File: config.mk
export PLATFORM = sky130hd
export DESIGN_NAME = iob_f2s_event_sched
export DESIGN_NICKNAME = d
export VERILOG_FILES = /design/src/rtl/iob_f2s_event_sched.sv
export SDC_FILE = /design/constraint.sdc
export NUM_CORES = 1
export LEC_CHECK = 0
export ABC_AREA = 1
export BUFFER_PORTS_ARGS = -buffer_cell sky130_fd_sc_hd__buf_2
export CAP_MARGIN = 20
export CORE_ASPECT_RATIO = 0.75
export CORE_MARGIN = 2
export CORE_UTILIZATION = 30
export CTS_CLUSTER_SIZE = 16
export DETAILED_ROUTE_END_ITERATION = 16
export MAX_ROUTING_LAYER = met4
export PLACE_DENSITY = 0.5
export SLEW_MARGIN = 20
export SYNTH_ARGS = -nofsm -noshare
export SYNTH_HDL_FRONTEND = slang
export SYNTH_SLANG_ARGS = --single-unit
File: constraint.sdc
create_clock -name clk_i -period 3.9 [get_ports clk_i]
set_clock_uncertainty 0.05 [all_clocks]
set_input_delay 1.17 -clock clk_i [delete_from_list [all_inputs] [get_ports clk_i]]
set_output_delay 1.17 -clock clk_i [all_outputs]
set_load 0.01 [all_outputs]
File: src/rtl/iob_f2s_event_sched.sv
// iob_f2s_event_sched: slow-domain scheduler for a bank of synchronized event levels.
// Rising edges on enabled inputs latch pending flags. The pending flags are arbitrated,
// round-robin by default, onto a single valid/ready port that carries the event index.
// Edges that hit an already-pending flag are lost, and a saturating counter tallies them.
//
// Optional build macro:
//   IOB_F2S_EVSCHED_FIXED_PRIO_EN - fixed priority (lowest pending index wins), no pointer.
//
// Ports:
//   clk_i       clock
//   rst_i       synchronous active-high reset (overrides cke_i)
//   cke_i       clock enable; low freezes all state and ignores the handshake
//   sync_i      synchronized event levels
//   en_i        per-event enable mask (gates new edges only)
//   ev_valid_o  event offered
//   ev_ready_i  consumer accepts the event
//   ev_idx_o    index of the offered event
//   pending_o   pending flags
//   ovf_cnt_o   saturating lost-event count
//   clr_ovf_i   clear overflow counter (wins over a same-cycle increment)
module iob_f2s_event_sched #(
    parameter int unsigned N_EVENTS = 4,
    parameter int unsigned CNT_W    = 8,
    localparam int unsigned IDX_W   = $clog2(N_EVENTS)
) (
    input  logic                clk_i,
    input  logic                rst_i,
    input  logic                cke_i,
    input  logic [N_EVENTS-1:0] sync_i,
    input  logic [N_EVENTS-1:0] en_i,
    output logic                ev_valid_o,
    input  logic                ev_ready_i,
    output logic [IDX_W-1:0]    ev_idx_o,
    output logic [N_EVENTS-1:0] pending_o,
    output logic [CNT_W-1:0]    ovf_cnt_o,
    input  logic                clr_ovf_i
);

    localparam int unsigned SUM_W = CNT_W + 6;
    localparam logic [CNT_W-1:0] CNT_MAX = '1;

    typedef enum logic [0:0] {StIdle, StOffer} state_e;

    state_e              state_q, state_d;
    logic [N_EVENTS-1:0] prev_q, pending_q, pending_d;
    logic [N_EVENTS-1:0] edge_det, clr_mask, ovf_bits;
    logic [IDX_W-1:0]    idx_q, idx_d, sel_idx;
    logic [CNT_W-1:0]    cnt_q, cnt_d;
    logic [5:0]          ovf_pop;
    logic [SUM_W-1:0]    cnt_sum;
    logic                handshake;

    function automatic logic [IDX_W-1:0] lowest_idx(input logic [N_EVENTS-1:0] v);
        lowest_idx = '0;
        for (int i = N_EVENTS - 1; i >= 0; i--) begin
            if (v[i]) lowest_idx = IDX_W'(i);
        end
    endfunction

`ifdef IOB_F2S_EVSCHED_FIXED_PRIO_EN
    always_comb begin
        sel_idx = lowest_idx(pending_q);
    end
`else
    logic [IDX_W-1:0]    ptr_q, ptr_d;
    logic [N_EVENTS-1:0] ge_mask, upper;

    // Search from the pointer upward first; if nothing is pending there, wrap to bit 0.
    always_comb begin
        ge_mask = ~((N_EVENTS'(1) << ptr_q) - N_EVENTS'(1));
        upper   = pending_q & ge_mask;
        sel_idx = (upper != '0) ? lowest_idx(upper) : lowest_idx(pending_q);
    end
`endif

    always_comb begin
        handshake = (state_q == StOffer) & ev_ready_i & cke_i;
        edge_det  = sync_i & ~prev_q & en_i;
        clr_mask  = handshake ? (N_EVENTS'(1) << idx_q) : '0;
        // A new edge on a bit cleared this cycle is retained, not counted as lost.
        ovf_bits  = edge_det & pending_q & ~clr_mask;
        pending_d = (pending_q & ~clr_mask) | edge_det;

        ovf_pop = '0;
        for (int i = 0; i < N_EVENTS; i++) begin
            ovf_pop = ovf_pop + 6'(ovf_bits[i]);
        end
        cnt_sum = SUM_W'(cnt_q) + SUM_W'(ovf_pop);
        if (clr_ovf_i) begin
            cnt_d = '0;
        end else if (cnt_sum > SUM_W'(CNT_MAX)) begin
            cnt_d = CNT_MAX;
        end else begin
            cnt_d = cnt_sum[CNT_W-1:0];
        end

        state_d = state_q;
        idx_d   = idx_q;
`ifndef IOB_F2S_EVSCHED_FIXED_PRIO_EN
        ptr_d   = ptr_q;
`endif
        unique case (state_q)
            StIdle: begin
                // Registered pending only; same-cycle edges are seen next cycle.
                if (pending_q != '0) begin
                    idx_d   = sel_idx;
                    state_d = StOffer;
                end
            end
            StOffer: begin
                if (handshake) begin
                    state_d = StIdle;
`ifndef IOB_F2S_EVSCHED_FIXED_PRIO_EN
                    ptr_d   = (idx_q == IDX_W'(N_EVENTS - 1)) ? '0 : idx_q + IDX_W'(1);
`endif
                end
            end
            default: state_d = StIdle;
        endcase
    end

    always_ff @(posedge clk_i) begin
        if (rst_i) begin
            state_q   <= StIdle;
            // All ones so that levels already high out of reset produce no event.
            prev_q    <= '1;
            pending_q <= '0;
            idx_q     <= '0;
            cnt_q     <= '0;
`ifndef IOB_F2S_EVSCHED_FIXED_PRIO_EN
            ptr_q     <= '0;
`endif
        end else if (cke_i) begin
            state_q   <= state_d;
            prev_q    <= sync_i;
            pending_q <= pending_d;
            idx_q     <= idx_d;
            cnt_q     <= cnt_d;
`ifndef IOB_F2S_EVSCHED_FIXED_PRIO_EN
            ptr_q     <= ptr_d;
`endif
        end
    end

    assign ev_valid_o = (state_q == StOffer);
    assign ev_idx_o   = idx_q;
    assign pending_o  = pending_q;
    assign ovf_cnt_o  = cnt_q;

endmodule
==> results of run 1 <==
## report_power, final
group          leakage (nW)  internal (mW)  switching, mW
Clock                0.0255         0.0712         0.0725
Sequential            0.171          0.220        0.00518
Combinational         0.517         0.0166         0.0275
Total                 0.713          0.308          0.105
## final cells by class
class                      instances  area, sq um  area share
clock buffer                       3         41.3      0.0278
clock inverter                     1         5.00     0.00336
inverter                          22         83.8      0.0563
multi-input combinational        132          718       0.483
sequential                        21          420       0.283
tap                               55         68.8      0.0463
timing repair buffer              29          150       0.101
## routing by layer
metal | up-vias | GRT usage
li1 | 636 | -
met1 | 517 | 0.225
met2 | 38 | 0.183
met3 | 2 | 0.0396
met4 | 0 | 0.0301
met5 | - | -
## sequential cells by signal, summed over array words and instances (netlist names)
signal and count:
ev_idx_o 2, pending_o 4, ovf_cnt_o 8, ev_valid_o 1
prev_q 4, ptr_q 2
## cells in the mapped netlist
| master | number | share of area |
|---|---|---|
| o211a_1 | 1 | 0.0081 |
| nor2_4 | 1 | 0.0091 |
| inv_1 | 20 | 0.061 |
| dfxtp_1 | 21 | 0.34 |
| a21oi_2 | 2 | 0.014 |
| o22ai_1 | 1 | 0.0051 |
| nand3_1 | 11 | 0.045 |
| nand3_2 | 1 | 0.0081 |
| buf_2 | 1 | 0.0040 |
| clkinv_2 | 1 | 0.0040 |
| a21oi_1 | 20 | 0.081 |
| o31ai_1 | 1 | 0.0061 |
| nand4_4 | 1 | 0.017 |
| nand2_1 | 57 | 0.17 |
| ha_1 | 5 | 0.051 |
| clkinv_1 | 1 | 0.0030 |
| nor3_1 | 4 | 0.016 |
| nor2_2 | 1 | 0.0051 |
| o21ai_0 | 9 | 0.036 |
| nand2_2 | 1 | 0.0051 |
| nor2_1 | 8 | 0.024 |
| clkbuf_1 | 2 | 0.0061 |
| fa_1 | 3 | 0.049 |
| o21ai_2 | 1 | 0.0071 |
| nand4_1 | 2 | 0.010 |
| or2_2 | 1 | 0.0051 |
| o21bai_1 | 1 | 0.0061 |
## worst max-delay path by stage
stage	from	endpoint	slack, ns
final	cke_i	ovf_cnt_o[5]	0.43
after global routing	cke_i	ovf_cnt_o[1]	0.19
after CTS	cke_i	ovf_cnt_o[5]	0.44
after detailed placement	cke_i	ovf_cnt_o[6]	0.15
after global placement	cke_i	ovf_cnt_o[2]	0.19
after floorplan	cke_i	ovf_cnt_o[6]	0.45
## logic make-up (layout without fill, tap and decap cells)
kind of cell	count (synthesis)	count (layout)	share of synthesized area
compound gates	36	36	0.164
fa+ha+maj	8	8	0.0993
buf+inv	25	55	0.0780
flops	21	21	0.340
simple gates	88	88	0.318
## critical path, delay by kind of cell
family / cells / cell delay, ns
AO/OA/AOI/OAI: 2 / 0.29
buffers and inverters: 4 / 0.43
AND/OR/NAND/NOR: 6 / 0.62
adder cells (fa/ha/maj): 3 / 1.12
## through the flow
stage	area (sq um)	hold slack (ns)	power, mW	utilization	worst slack (ns)
after floorplan	1230	0.380	0.256	-	0.447
after global placement	1440	0.392	0.276	0.360	0.185
after detailed placement	1440	0.393	0.275	0.360	0.151
after CTS	1490	0.414	0.422	0.372	0.437
after global routing	1490	0.435	0.436	0.372	0.187
final	1490	0.410	0.414	0.372	0.434
==> results.md, run 1 <==
* Status: completed
* Clk_lat worst skew at 0.26 ns
* Iter 0 DRT Violations at 46
* Flop2flop setup slack at 0.92 ns
* CTS H-tree depth at 1
* Layout cells sized above 1 at 0.207
* Crit path kind: in2reg
* 1st-pass router iterations at 4
* Drt total wl at 3030 microns
* Slowest Stage Delay on Critical Path at 0.49 ns
* Hold Crit Class: reg2reg
* WP data required at 4.05 ns
* Cells after DPL at 259
* Filler Cell Count at 461
* Starting Density at 0.308
* Worst EP arrival at 3.62 ns
* Worst path cell trace: buf_2 -> nand3_1 -> inv_1 -> a21oi_1 -> nand2_1 -> fa_1 -> fa_1 -> inv_1 -> fa_1 -> nand2_2 -> clkinv_2 -> nand4_4 -> nand3_2 -> nand2_1 -> a21oi_2
* Pwr/cell area at 278 nW/um^2
* Die Y-Extent at 59.6 microns
* Commonest cells after routing, fill and taps aside: 57 x nand2_1, 27 x buf_2, 21 x dfxtp_1
* Routed WL per cell at 11.5 microns
* Slew @ Worst Pin at 0.573 ns
* Max-slew violation count at 0
* Vias in the first global route at 1015
* Seq cells post-synth at 21
* Max Cap Viol at 0
* Core Box Area at 4000 sq um
* First-pass GRT wire length at 5110 microns
* Largest net degree at the start of global routing at 17
* CTS Buffer Depth at 2
* Met2 WL at 1130 microns
* Critical-path maximum fanout at 6
* Die Area at 4650 sq um
* Slew margin rel. at 0.617
* Root Buffer Master: clkbuf_8
* Vias at 1193
* Post-CTS Setup Repair Bufs at 0
* Fin crit period at 3.47 ns
* TritonCTS clock tree: built
* Synth Area per Inst at 6.94 sq um
* Crit path top cell by count: fa_1
* M1 wire length at 1670 microns
* I/O pin count at 28
* N_diodes at 0
* Top layer in use: met4
* Port Buffer Count at 27
* Layout Nets at 230
* Total Routing Usage GR at 0.145
* Mapped Cells at 178
* Cell count of the worst reg-to-reg path at 14
* TNS Setup at 0 ns
* Worst path slowest cell: fa_1
* Post-route insts no fill at 263
* Final Hold Viols at 0
* Clk slew on worst S/H paths at 0.08 ns
* Final HPWL DP at 2310 microns
* Area Growth Syn to Fin at 20.5%
* Syn Nets at 199
* Post-Synthesis Cell Area at 1230 sq um
* Seq/Total Area, Yosys at 0.340
* Post-CTS Resized at 0
* Row cnt at 20
* Worst Hold End: prev_q[3]
* Distinct cells, synth at 27
* Critical Path Source Type: input pin
* CTS buffer count at 3
* Period utilisation layout at 0.889
* Cts hold-fix bufs at 0
* WHS Path Cells at 2
* End of the worst register-to-register path: ovf_cnt_o[5]
* Antenna violations before repair at 0
* Peak VDD IR at 0.000130 V
* Via/cell ratio at 4.54
* Hold wc startpoint: prev_q[3]
* RSZ-0062 raised after global routing: false
* Gr ovfl total at 0
* GPL Wtd Cong at 0.813
* Ys Warns at 0
* DRC errors left at 0
* Crit Reg-Reg Startpoint: ev_idx_o[0]
* Endpoint class of the critical path: flop
* Leading cell type in the layout, fill and taps excluded: nand2_1
* Chip Width at 78.1 microns
* Leak at 0.713 nW
* Antenna Violating Nets Remaining at 0
* # setup viols final at 0
* CTS Sinks at 21
* Max Freq at 288 MHz
* Met3 WL at 206 microns
No activity file was read; power rests on OpenSTA's default activity.
==> inputs of run 2 (changes only) <==
CORE_ASPECT_RATIO = unset   (was 0.75)
==> results.md, run 2 (synthesis gave the netlist of run 1 again) <==
* Status: completed
* WP data required at 4.05 ns
* TritonCTS clock tree: built
* TNS Setup at 0 ns
* Clk slew on worst S/H paths at 0.08 ns
* Drt total wl at 3040 microns
* Number of flip-flops in the largest register at 8
* Max-slew violation count at 0
* Cts hold-fix bufs at 0
* Total Routing Usage GR at 0.143
* Slack of the critical path at 0.385 ns
* Leading cell type in the layout, fill and taps excluded: nand2_1
* # setup viols final at 0
* Post-route insts no fill at 258
* 1st-pass router iterations at 4
* Vias in the first global route at 1087
* Root Buffer Master: clkbuf_8
* Crit path kind: in2reg
* Critical-path maximum fanout at 6
* Leak at 0.713 nW
* RSZ-0062 raised after global routing: false
* GPL Wtd Cong at 0.813
* Filler Cell Count at 449
* First-pass GRT wire length at 4840 microns
* Post-CTS Setup Repair Bufs at 0
* Period utilisation layout at 0.901
* Final HPWL DP at 2290 microns
* Row cnt at 23
* Iter 0 DRT Violations at 63
* Pwr/cell area at 283 nW/um^2
* Die Area at 4650 sq um
* Routed WL per cell at 11.8 microns
* WHS at 0.417 ns
* CTS Buffer Depth at 2
* Hold Crit Class: reg2reg
* Slew @ Worst Pin at 0.597 ns
* Post-CTS Resized at 0
* Slew margin rel. at 0.601
* Cells after DPL at 254
* Core Box Area at 3970 sq um
* Footprint of the multi-input gates at 718 sq um
* Critical Path Source Type: input pin
* Via/cell ratio at 4.59
* Chip Width at 68.2 microns
* Commonest cells after routing, fill and taps aside: 57 x nand2_1, 27 x buf_2, 21 x dfxtp_1
* Endpoint class of the critical path: flop
* Die Y-Extent at 68.2 microns
* Worst EP arrival at 3.67 ns
* Gr ovfl total at 0
* Largest net degree at the start of global routing at 17
* N_diodes at 0
* Clk_lat worst skew at 0.27 ns
* Vias at 1185
* Fin crit period at 3.51 ns
* Final Util at 0.373
* Final Hold Viols at 0
* Layout Nets at 230
* CTS Sinks at 21
* DRC errors left at 0
* Antenna Violating Nets Remaining at 0
* Starting Density at 0.311
* Layout cells sized above 1 at 0.207
* Max Freq at 284 MHz
* FF/Latch Area at 420 sq um
* I/O pin count at 28
* Pre-CTS setup slack at 0.0971 ns
* CTS buffer count at 3
* Area Growth Syn to Fin at 20.0%
* Port Buffer Count at 27
* CTS H-tree depth at 1
* Max Cap Viol at 0
* Antenna violations before repair at 0
* Peak VDD IR at 0.000164 V
## run 2: cell counts in the layout (fill, tap and decap cells not counted)
Identical to the previous run, type by type.
## run 2: metal layers
metal / routed length, microns / GRT usage / part of all wire
met2: 1490 / 0.243 / 0.49
met4: 0 / 0.0225 / 0
met3: 101 / 0.0345 / 0.033
met1: 1450 / 0.174 / 0.48
met5: 0 / - / 0
## run 2: path summary, 6_finish.rpt
check / from / endpoint / slack (ns) / cells after the start
setup reg to reg: ev_idx_o[0] / ovf_cnt_o[5] / 0.91 / 14
hold reg to reg: prev_q[2] / prev_q[2] / 0.42 / 2
setup / recovery: cke_i / ovf_cnt_o[5] / 0.39 / 15
hold / removal: prev_q[2] / prev_q[2] / 0.42 / 2
## run 2: worst max-delay path: stages
cell and delay, ns:
buf_2 0.10, nand3_1 0.12, inv_1 0.11, a21oi_1 0.19, nand2_1 0.10, fa_1 0.49, fa_1 0.43, inv_1 0.11
fa_1 0.22, nand2_2 0.09, clkinv_2 0.10, nand4_4 0.15, nand3_2 0.11, nand2_1 0.06, a21oi_2 0.12
## run 2: final cells by class
type,count,share of cell area
Clock buffer,3,0.0279
Timing Repair Buffer,29,0.101
Sequential cell,21,0.284
Inverter,22,0.0566
Clock inverter,1,0.00338
Tap cell,50,0.0422
Multi-Input combinational cell,132,0.485
## run 2: stage by stage
stage	total power, mW	cell area, sq um
3_5_place_dp	0.275	1440
4_1_cts	0.425	1480
2_1_floorplan	0.256	1230
3_3_place_gp	0.275	1440
6_report	0.419	1480
5_1_grt	0.435	1480
## run 2: report_power, final
part           switching [mW]  leakage, nW  internal, mW
registers             0.00510        0.171         0.220
clock network          0.0783       0.0255        0.0714
logic                  0.0272        0.517        0.0166
total                   0.111        0.713         0.308
